File: config.mk
export PLATFORM = sky130hd
export DESIGN_NAME = pwm_dac
export DESIGN_NICKNAME = d
export VERILOG_FILES = /design/src/rtl/pwm_dac.sv
export SDC_FILE = /design/constraint.sdc
export NUM_CORES = 1
export LEC_CHECK = 0
export CAP_MARGIN = 5
export CORE_MARGIN = 8
export CORE_UTILIZATION = 52
export CTS_BUF_LIST = sky130_fd_sc_hd__clkbuf_8
export DETAILED_ROUTE_END_ITERATION = 12
export GPL_TIMING_DRIVEN = 0
export PLACE_DENSITY_LB_ADDON = 0.05
export SLEW_MARGIN = 30
export SYNTH_ARGS = -nofsm -noshare
export SYNTH_HDL_FRONTEND = slang
export SYNTH_SLANG_ARGS = --single-unit
File: constraint.sdc
create_clock -name clk -period 2.2 [get_ports clk]
set_clock_uncertainty 0.1 [all_clocks]
set_input_delay 0.33 -clock clk [delete_from_list [all_inputs] [get_ports clk]]
set_output_delay 0.33 -clock clk [all_outputs]
set_load 0.01 [all_outputs]
File: src/rtl/pwm_dac.sv
// PWM output stage: codes arrive over valid/ready into a small FIFO and are
// reproduced as pulse-width-modulated frames of 2^WIDTH cycles each.
module pwm_dac #(
  parameter int WIDTH       = 4,
  parameter int FIFO_DEPTH  = 4,
  parameter int HOLD_FRAMES = 1
) (
  input  logic                             clk,
  input  logic                             rstp,
  input  logic [WIDTH-1:0]                 din,
  input  logic                             din_valid,
  output logic                             din_ready,
  output logic                             pwm_out,
  output logic                             frame_start,
  output logic                             underrun,
  output logic [WIDTH-1:0]                 level,
  output logic [$clog2(FIFO_DEPTH+1)-1:0]  fifo_count,
  output logic                             state_dbg
);

  // Handshake: a code transfers at a rising edge where din_valid && din_ready.
  // din_ready depends only on the registered FIFO occupancy, never on a pop
  // happening in the same cycle.

  typedef enum logic {S_IDLE = 1'b0, S_RUN = 1'b1} state_t;

  localparam int AW = $clog2(FIFO_DEPTH);
  localparam int CW = $clog2(FIFO_DEPTH + 1);
  localparam int HW = (HOLD_FRAMES > 1) ? $clog2(HOLD_FRAMES) : 1;
  localparam logic [WIDTH-1:0] CNT_LAST  = '1;
  localparam logic [HW-1:0]    HOLD_LAST = HW'(HOLD_FRAMES - 1);
  localparam logic [CW-1:0]    FULL      = CW'(FIFO_DEPTH);

  state_t           r_state;
  logic [WIDTH-1:0] r_mem [FIFO_DEPTH];
  logic [AW-1:0]    r_wptr;
  logic [AW-1:0]    r_rptr;
  logic [CW-1:0]    r_count;
  logic [WIDTH-1:0] r_cnt;
  logic [HW-1:0]    r_hold;
  logic [WIDTH-1:0] r_level;
  logic             r_underrun;

  logic w_ready;
  logic w_push;
  logic w_not_empty;
  logic w_frame_end;
  logic w_reload;
  logic w_pop;

  assign w_ready     = (r_count < FULL);
  assign w_push      = din_valid && w_ready;
  assign w_not_empty = (r_count != '0);
  assign w_frame_end = (r_state == S_RUN) && (r_cnt == CNT_LAST);
  // IDLE takes a code as soon as one exists; RUN only after the last held frame.
  assign w_reload    = (r_state == S_IDLE) || (w_frame_end && (r_hold == HOLD_LAST));
  assign w_pop       = w_reload && w_not_empty;

  always_ff @(posedge clk or posedge rstp) begin
    if (rstp) begin
      for (int i = 0; i < FIFO_DEPTH; i++) r_mem[i] <= '0;
      r_wptr  <= '0;
      r_rptr  <= '0;
      r_count <= '0;
    end else begin
      if (w_push) begin
        r_mem[r_wptr] <= din;
        r_wptr        <= r_wptr + 1'b1;
      end
      if (w_pop) r_rptr <= r_rptr + 1'b1;
      case ({w_push, w_pop})
        2'b10:   r_count <= r_count + 1'b1;
        2'b01:   r_count <= r_count - 1'b1;
        default: r_count <= r_count;
      endcase
    end
  end

  always_ff @(posedge clk or posedge rstp) begin
    if (rstp) begin
      r_state    <= S_IDLE;
      r_cnt      <= '0;
      r_hold     <= '0;
      r_level    <= '0;
      r_underrun <= 1'b0;
    end else begin
      r_underrun <= 1'b0;
      case (r_state)
        S_IDLE: begin
          if (w_not_empty) begin
            r_state <= S_RUN;
            r_level <= r_mem[r_rptr];
            r_cnt   <= '0;
            r_hold  <= '0;
          end
        end
        S_RUN: begin
          r_cnt <= r_cnt + 1'b1;
          if (w_frame_end) begin
            if (r_hold != HOLD_LAST) begin
              r_hold <= r_hold + 1'b1;
            end else begin
              r_hold <= '0;
              if (w_not_empty) r_level <= r_mem[r_rptr];
              else             r_underrun <= 1'b1;
            end
          end
        end
      endcase
    end
  end

  assign din_ready   = w_ready;
  assign pwm_out     = (r_state == S_RUN) && (r_cnt < r_level);
  assign frame_start = (r_state == S_RUN) && (r_cnt == '0);
  assign underrun    = r_underrun;
  assign level       = r_level;
  assign fifo_count  = r_count;
  assign state_dbg   = r_state;

endmodule

==> impl_metrics.env, run 1 <==
export IMPL_status="complete, no violations"
export IMPL_cts_hold_fix_buffers=0
export IMPL_core_area_um2=3000
export IMPL_fin_nets=174
export IMPL_pwr_share_seq_pct=40.3
export IMPL_track_usage_pct=12.9
export IMPL_crit_fanout=5
export IMPL_critical_path_class="reg2out"
export IMPL_wirelength_um=2830
export IMPL_yosys_top_cells_area="dfrtp_1, mux2_2, ha_1, mux4_1, nand2_1"
export IMPL_grt_max_degree=34
export IMPL_first_global_vias=1107
export IMPL_clk_pin_slew_ns=0.06
export IMPL_finalCriticalPeriod_ns=2.09
export IMPL_layout_area_overhead_vs_synth_pct=22.2
export IMPL_clk_latency_ns=0.28
export IMPL_synth_edf_count=0
export IMPL_maxSlewHeadroom_pct=55.7
export IMPL_synthArstFlopShare_pct=100
export IMPL_vdd_ir_drop_max_mv=0.662
export IMPL_yosysSeqAreaShare_pct=50.8
export IMPL_synth_seq_cells=33
export IMPL_r2r_start="r_cnt[0]"
export IMPL_syn_inst=130
export IMPL_fin_crit_sh_pct=94.9
export IMPL_rsz0062_at_grt="true"
export IMPL_dr_pass1_iters=4
export IMPL_start_util_pct=54.1
export IMPL_critPathArrivalTime_ns=1.66
export IMPL_grt_ovfl_total=0
export IMPL_ant_nets=0
export IMPL_ys_types=26
export IMPL_fin_hold_ws_ns=0.363
export IMPL_syn_area_um2=1620
export IMPL_cts_tree="done"
export IMPL_vias=1015
export IMPL_rrSetupSlack_ns=0.12
export IMPL_wl_per_cell_um=14.9
export IMPL_powerDensity_nw_per_um2=1380
export IMPL_ys_flop_type="dfrtp_1"
export IMPL_crit_path_start_kind="flop"
export IMPL_p_comb_share_pct=38.7
export IMPL_yosysWarningCount=0
export IMPL_die_w_um=71.9
export IMPL_cp_startpoint="r_cnt[0]"
export IMPL_finalHoldViolations=0
export IMPL_antenna_found_initial=0
export IMPL_ios=19
export IMPL_cp_end_kind="output pin"
export IMPL_die_h_um=71.9
export IMPL_netlist_area_leader_share_pct=50.8
export IMPL_grt_first_pass_wirelength_um=5040
export IMPL_drt_iter0_markers=40
export IMPL_insertedDiodeCount=0
export IMPL_cts_root_buf="clkbuf_8"
export IMPL_rows=20
export IMPL_p_int_mw=1.88
export IMPL_leakagePower_nw=0.892
export IMPL_worstMarginPinSlew_ns=0.664
export IMPL_slowest_stage="clkdlybuf4s50_1"
export IMPL_yosys_top_cells_count="dfrtp_1, mux2_2, nand2_1"
export IMPL_cts_buffers=5
export IMPL_drive_gt1_share_pct=24.2
export IMPL_yosysMostFrequentCell="dfrtp_1"
export IMPL_crit_required_ns=1.77
export IMPL_htreeDepth=2
export IMPL_fmax_mhz=479
export IMPL_finalPower_mw=2.74
export IMPL_cts_path_max_buffers=2
export IMPL_setup_viol=0
export IMPL_netSwitchingFraction_pct=31.5
export IMPL_cp_top_family="buffers and inverters"
export IMPL_avgViaCountPerCell=5.34
export IMPL_clock_sinks=33
export IMPL_path_buf_inv=2
export IMPL_switching_power_mw=0.865
export IMPL_path_cells="inv_1, ha_1, nand2_1, nor3_1, clkdlybuf4s50_1"
export IMPL_slowest_delay_ns=0.56
export IMPL_fp_dieArea_um2=5170
export IMPL_yosys_area_top_type="dfrtp_1"
export IMPL_postSynthAreaPerCell_um2=12.5
export IMPL_utilization_pct=66.1
export IMPL_fillers=239
export IMPL_synthesis_nets=148
export IMPL_p_clk_share_pct=21.0
export IMPL_gp_congestion=0.765
export IMPL_maxCapViolCount=0
export IMPL_hpwl_um=2060
export IMPL_io_buffers=18
export IMPL_drv_slew=0
export IMPL_drcViolationCount=0
export IMPL_hold_path_class="in2async"
power groups by stage:
stage,clock [mW],sequential (mW),combinational [mW]
floorplan,0,1.08,0.725
global placement,0,1.09,1.05
detailed placement,0,1.11,1.08
CTS,0.586,1.10,1.08
global route,0.606,1.15,1.20
finish,0.575,1.11,1.06
final timing paths:
check	endpoint	cells after the start
worst max register to register	fifo_count[2]	9
min in group clk	r_mem[3]	1
max in group asynchronous	r_cnt[1]	2
worst max-delay path	frame_start	5
worst min register to register	r_mem[3]	1
worst min-delay path	fifo_count[1]	2
what timing repair did:
action / 4_1_cts / 5_1_grt
endpoints found under the setup margin: 4 / 3
resized for setup: 2 / 9
pin swaps: 1 / 0
buffers inserted: 1 / 0
flip-flops by register name, indices dropped and copies added, names as in the netlist:
signal,count
fifo_count,3
level,4
r_cnt,4
r_mem,16
r_rptr,2
r_wptr,2
state_dbg,1
underrun,1
per-layer routing:
metal  track usage (%)  vias up  share of wire [%]
li1                  -      493                  -
met1              14.3      496                 44
met2              21.2       18                 49
met3              4.32        8                4.6
met4              7.03        0                2.3
met5                 0        -                  0
worst register-to-register path: stages, from the launching register on:
cell	delay, ns
dfrtp_2	0.42
ha_4	0.16
nand3_1	0.13
a21oi_4	0.17
ha_1	0.19
inv_1	0.06
fa_1	0.37
xor2_1	0.15
nor2_1	0.12
xnor2_1	0.13
cell type report:
class	count	area [µm²]	area share, %
Sequential cell	33	830	41.8
Timing Repair Buffer	19	183	9.21
Inverter	14	52.6	2.65
Multi-Input combinational cell	80	738	37.2
Clock buffer	6	82.6	4.16
Clock inverter	2	33.8	1.70
Tap cell	33	41.3	2.08
Buffer	3	23.8	1.20
cell usage in the layout (no fill, tap or decap), drive strengths merged:
cell           synthesis  routed
a21o                   2       2
a21oi                  2       2
buf                    2       3
bufinv                 0       1
clkbuf                 1       8
clkdlybuf4s50          0      17
dfrtp                 33      33
fa                     1       1
ha                    10      10
inv                   14      15
mux2                  18      18
mux2i                  1       1
mux4                   4       4
nand2                 15      15
nand2b                 2       2
nand3                  3       3
nor2                   2       2
nor2b                  2       2
nor3                   2       2
nor4                   1       1
o21ai                  8       8
xnor2                  5       5
xor2                   2       2
through the flow:
stage | worst slack [ns] | instance area, µm² | instances | TNS [ns]
finish | 0.112 | 1980 | 190 | 0
global route | -0.0304 | 1980 | 190 | -0.0304
CTS | 0.0176 | 1970 | 190 | 0
detailed placement | -0.168 | 1850 | 181 | -0.168
global placement | -0.134 | 1850 | 181 | -0.134
floorplan | 0.0449 | 1620 | 130 | 0
kinds of logic (layout without fill, tap and decap cells):
family | count (synthesis) | in the layout | share of synthesized area [%]
flip-flops | 33 | 33 | 50.8
XOR/XNOR | 7 | 7 | 3.78
AND/OR/NAND/NOR | 27 | 27 | 7.70
buffers and inverters | 17 | 44 | 4.47
multiplexers | 23 | 23 | 19.6
adder cells (fa/ha/maj) | 11 | 11 | 8.94
AO/OA/AOI/OAI | 12 | 12 | 4.70
Power figures use the tool's default switching activity.
==> run 2: changes to the inputs <==
Settings changed: CORE_UTILIZATION 52 to 35.
==> run 2 against run 1 <==
  * Power is 2.8% lower
  * Via count about the same
  * Global-route usage is 3.5 points lower
  * Cell count rose by 11%
  * Combinational power about the same
  * First-iteration DRC count fell by 45%
  * Utilization is 21 points lower
  * Clock-buffer cell count rose by 1
  * Setup slack gained 0.0052 ns
  * Flip-flop and latch count unchanged
  * Sequential power about the same
==> impl_metrics.env, run 2 (same netlist as run 1, synthesis figures left out) <==
export IMPL_stdcell_count=210
export IMPL_drt_iter0_markers=22
export IMPL_layout_area_overhead_vs_synth_pct=23.4
export IMPL_final_common_cell="dfrtp_1"
export IMPL_clk_latency_ns=0.28
export IMPL_antenna_found_initial=0
export IMPL_cts_tree="done"
export IMPL_track_usage_pct=9.34
export IMPL_vias=1014
export IMPL_worstMarginPinSlew_ns=0.694
export IMPL_leakagePower_nw=0.903
export IMPL_powerDensity_nw_per_um2=1330
export IMPL_critPathArrivalTime_ns=2.19
export IMPL_die_h_um=84.1
export IMPL_rsz0062_at_grt="true"
export IMPL_maxCapViolCount=0
export IMPL_r2r_start="r_cnt[0]"
export IMPL_drcViolationCount=0
export IMPL_rrSetupSlack_ns=0.12
export IMPL_finalPower_mw=2.67
export IMPL_fmax_mhz=480
export IMPL_drive_gt1_share_pct=25.3
export IMPL_gp_congestion=0.681
export IMPL_p_comb_share_pct=40.0
export IMPL_io_buffers=18
export IMPL_rows=24
export IMPL_p_int_mw=1.81
export IMPL_fin_nets=175
export IMPL_core_area_um2=4410
export IMPL_ant_nets=0
export IMPL_crit_fanout=5
export IMPL_hpwl_um=2170
export IMPL_top_register="r_mem"
export IMPL_pwr_share_seq_pct=41.3
export IMPL_fin_crit_sh_pct=94.7
export IMPL_p_clk_share_pct=18.6
export IMPL_vdd_ir_drop_max_mv=0.430
export IMPL_crit_required_ns=2.31
export IMPL_drv_slew=0
export IMPL_insertedDiodeCount=0
export IMPL_cts_buffers=5
export IMPL_netSwitchingFraction_pct=32.3
export IMPL_clk_pin_slew_ns=0.07
export IMPL_layout_common_cells="dfrtp_1, mux2_2, clkdlybuf4s50_1"
export IMPL_crit_path_start_kind="flop"
export IMPL_die_w_um=84.1
export IMPL_r2r_end="fifo_count[2]"
export IMPL_setup_viol=0
export IMPL_wirelength_um=2980
export IMPL_status="complete, no violations"
export IMPL_place_inst=200
export IMPL_largest_reg_flops=16
export IMPL_cts_path_max_buffers=2
export IMPL_worst_r2r_cell_count=9
export IMPL_finalCriticalPeriod_ns=2.08
export IMPL_switching_power_mw=0.861
export IMPL_grt_max_degree=34
export IMPL_first_global_vias=1047
export IMPL_htreeDepth=2
export IMPL_wl_per_cell_um=14.2
export IMPL_hold_path_class="in2async"
export IMPL_cts_hold_fix_buffers=0
export IMPL_clock_sinks=33
export IMPL_grt_ovfl_total=0
export IMPL_dr_pass1_iters=3
export IMPL_finalHoldViolations=0
export IMPL_avgViaCountPerCell=4.83
export IMPL_fillers=424
export IMPL_grt_first_pass_wirelength_um=5150
export IMPL_ios=19
export IMPL_critical_path_class="reg2reg"
export IMPL_cts_root_buf="clkbuf_8"
export IMPL_start_util_pct=36.8
export IMPL_fp_dieArea_um2=7080
export IMPL_cp_end_kind="flop"
export IMPL_maxSlewHeadroom_pct=53.6
==> run 2: final cells by class <==
cell class              instances  area (µm²)  share of cell area, %
clock buffers                   7        96.3                   4.81
inverters                      14        52.6                   2.62
multi-input cells              80         741                   37.0
plain buffers                   3        23.8                   1.19
well taps                      52        65.1                   3.25
repair buffers                 20         193                   9.61
flip-flops and latches         33         828                   41.3
clock inverters                 1        5.00                  0.250
==> run 2: metrics by stage <==
stage                     utilization (%)  hold WS [ns]  TNS, ns  area (µm²)  setup WS [ns]
after floorplan                         -         0.359        0        1620         0.0449
after global placement               42.3         0.379   -0.204        1870         -0.200
after detailed placement             42.3         0.389   -0.229        1870         -0.209
after CTS                            44.8         0.400        0        1980        0.00951
after global routing                 45.4         0.412  -0.0327        2000        -0.0327
final                                45.4         0.374        0        2000          0.117
==> run 2: how the worst max path moves through the flow <==
| stage | start | to | slack [ns] | cells past startpoint |
|---|---|---|---|---|
| 6_report | r_cnt[0] | fifo_count[2] | 0.12 | 9 |
| 3_5_place_dp | r_cnt[0] | fifo_count[2] | -0.21 | 9 |
| 5_1_grt | r_cnt[0] | fifo_count[2] | -0.03 | 9 |
| 4_1_cts | r_cnt[1] | pwm_out | 0.01 | 5 |
| 2_1_floorplan | r_cnt[1] | fifo_count[2] | 0.04 | 9 |
| 3_3_place_gp | r_cnt[0] | fifo_count[2] | -0.20 | 9 |
==> run 2: power groups by stage <==
| stage | Sequential [mW] | Combinational (mW) | Clock (mW) |
|---|---|---|---|
| floorplan | 1.08 | 0.725 | 0 |
| global placement | 1.09 | 1.06 | 0 |
| detailed placement | 1.11 | 1.09 | 0 |
| CTS | 1.10 | 1.08 | 0.525 |
| global route | 1.14 | 1.21 | 0.554 |
| finish | 1.10 | 1.07 | 0.497 |
==> run 2: layer usage <==
metal / up-vias / track usage [%] / wire (µm) / share of wire [%]
met5: - / 0 / 0 / 0
met4: 0 / 5.18 / 58 / 1.9
met3: 5 / 4.20 / 159 / 5.3
met2: 15 / 13.9 / 1380 / 46
met1: 503 / 10.9 / 1380 / 46
li1: 491 / - / - / -
==> run 2: worst max-delay path: stages (launching register included) <==
cell and delay, ns:
dfrtp_2 0.43, ha_4 0.17, nand3_1 0.12, a21oi_4 0.18, ha_2 0.21, inv_1 0.05
fa_1 0.37, xor2_1 0.15, nor2_1 0.12, xnor2_1 0.13
==> run 2: repair_timing <==
| item | in CTS | in global routing |
|---|---|---|
| pin swaps | 1 | 0 |
| endpoints found under the setup margin | 4 | 3 |
| buffers inserted | 1 | 1 |
| resized for setup | 2 | 10 |
==> run 3: changes to the inputs <==
Settings changed: CORE_MARGIN 8 to 2.
==> run 3 against run 2 <==
  * Utilization down 0.057 points
  * Largest power group unchanged
  * Critical path type unchanged
  * Via count down 0.39%
  * Fmax up 0.28%
  * Power down 0.69%
  * Clock-buffer cell count unchanged
  * Global-route usage up 3.2 points
  * Clock power down 1%
  * Worst hold slack better by 0.0058 ns
==> impl_metrics.env, run 3 (same netlist as run 1, synthesis figures left out) <==
export IMPL_cts_buffers=5
export IMPL_track_usage_pct=12.6
export IMPL_start_util_pct=36.8
export IMPL_drcViolationCount=0
export IMPL_layout_area_overhead_vs_synth_pct=23.3
export IMPL_antenna_found_initial=0
export IMPL_die_w_um=72.1
export IMPL_top_register="r_mem"
export IMPL_cts_tree="done"
export IMPL_cts_hold_fix_buffers=0
export IMPL_wl_per_cell_um=13.2
export IMPL_drive_gt1_share_pct=25.3
export IMPL_maxSlewHeadroom_pct=53.8
export IMPL_path_cells="ha_4, nand3_1, a21oi_4, ha_2, inv_1, fa_1, xor2_1, nor2_1, xnor2_1"
export IMPL_drv_slew=0
export IMPL_cp_top_family="adder cells"
export IMPL_vdd_ir_drop_max_mv=0.437
export IMPL_core_area_um2=4410
export IMPL_wl_met1_um=1310
export IMPL_dr_wl_met2_um=1310
export IMPL_seqCellArea_um2=828
export IMPL_powerDensity_nw_per_um2=1320
export IMPL_grt_first_pass_wirelength_um=4840
export IMPL_crit_path_start_kind="flop"
export IMPL_fin_hold_ws_ns=0.379
export IMPL_setup_viol=0
export IMPL_maxCapViolCount=0
export IMPL_ant_nets=0
export IMPL_gp_congestion=0.694
export IMPL_io_buffers=18
export IMPL_crit_fanout=5
export IMPL_avgViaCountPerCell=4.81
export IMPL_wirelength_um=2780
export IMPL_multi_input_area_um2=741
export IMPL_fillers=416
export IMPL_finalHoldViolations=0
export IMPL_path_buf_inv=1
export IMPL_worstMarginPinSlew_ns=0.692
export IMPL_cp_startpoint="r_cnt[0]"
export IMPL_fin_crit_sh_pct=94.4
export IMPL_status="complete, no violations"
export IMPL_met3_length_um=116
export IMPL_ios=19
export IMPL_crit_required_ns=2.30
export IMPL_drt_iter0_markers=26
export IMPL_critPathArrivalTime_ns=2.17
export IMPL_slowest_delay_ns=0.42
export IMPL_r2r_start="r_cnt[0]"
export IMPL_layout_common_cells="dfrtp_1, mux2_2, clkdlybuf4s50_1"
export IMPL_hold_path_class="in2async"
export IMPL_fp_dieArea_um2=5200
export IMPL_fin_setup_tns_ns=0
export IMPL_dr_pass1_iters=3
export IMPL_final_common_cell="dfrtp_1"
export IMPL_critical_path_class="reg2reg"
export IMPL_largest_reg_flops=16
export IMPL_cts_path_max_buffers=2
export IMPL_slowest_stage="dfrtp_2"
export IMPL_clk_pin_slew_ns=0.07
export IMPL_vias=1010
export IMPL_post_place_ws_ns=-0.203
export IMPL_die_h_um=72.1
export IMPL_routed_top_layer="met4"
export IMPL_utilization_pct=45.4
export IMPL_htreeDepth=2
export IMPL_hpwl_um=2020
export IMPL_grt_ovfl_total=0
export IMPL_leakagePower_nw=0.903
export IMPL_clock_sinks=33
export IMPL_cts_root_buf="clkbuf_8"
export IMPL_insertedDiodeCount=0
export IMPL_fin_nets=175
export IMPL_rows=24
export IMPL_fmax_mhz=481
export IMPL_finalCriticalPeriod_ns=2.08
export IMPL_setup_slack_ns=0.123
export IMPL_grt_max_degree=34
export IMPL_clk_latency_ns=0.28
export IMPL_first_global_vias=1026
export IMPL_cp_end_kind="flop"
[run 3: cell count changes in the layout (fill, tap and decap cells not counted)]
cell      before  now
clkbuf_2       1    2
clkbuf_4       1    0
[run 3: cell type report]
class / instances / share of cell area (%)
Inverter: 14 / 2.63
Buffer: 3 / 1.06
Sequential cell: 33 / 41.4
Clock inverter: 1 / 0.250
Timing Repair Buffer: 20 / 9.63
Clock buffer: 7 / 4.81
Multi-Input combinational cell: 80 / 37.0
Tap cell: 52 / 3.25
[run 3: path summary, 6_finish.rpt]
path                                  to  slack, ns  cells past startpoint
max in group asynchronous       r_cnt[1]       1.14                      2
max                        fifo_count[2]       0.12                      9
min                             r_mem[3]       0.38                      2
min in group clk                r_mem[6]       0.40                      1
max reg2reg                fifo_count[2]       0.12                      9
min reg2reg                     r_mem[6]       0.40                      1
[run 3: timing repair]
item / 4_1_cts / 5_1_grt
cloned: 0 / 0
pin swaps: 1 / 1
endpoints found under the setup margin: 4 / 3
buffers inserted: 1 / 1
gates resized for setup: 2 / 8
[run 3: power breakdown]
part	total [mW]	internal [mW]	switching (mW)
Sequential	1.10	0.888	0.213
Combinational	1.06	0.634	0.423
Clock	0.490	0.282	0.207
[run 3: metrics by stage]
step	std cells	power, mW	cell area (µm²)
after CTS	209	2.68	1980
after floorplan	130	1.80	1620
after detailed placement	200	2.19	1870
final	210	2.65	2000
after global routing	210	2.88	2000
after global placement	200	2.14	1870
[run 3: metal layers]
layer  up-vias  global-route usage (%)
li1        490                       -
met1       501                    15.9
met2        15                    19.0
met3         4                    4.58
met4         0                    6.29
met5         -                       0
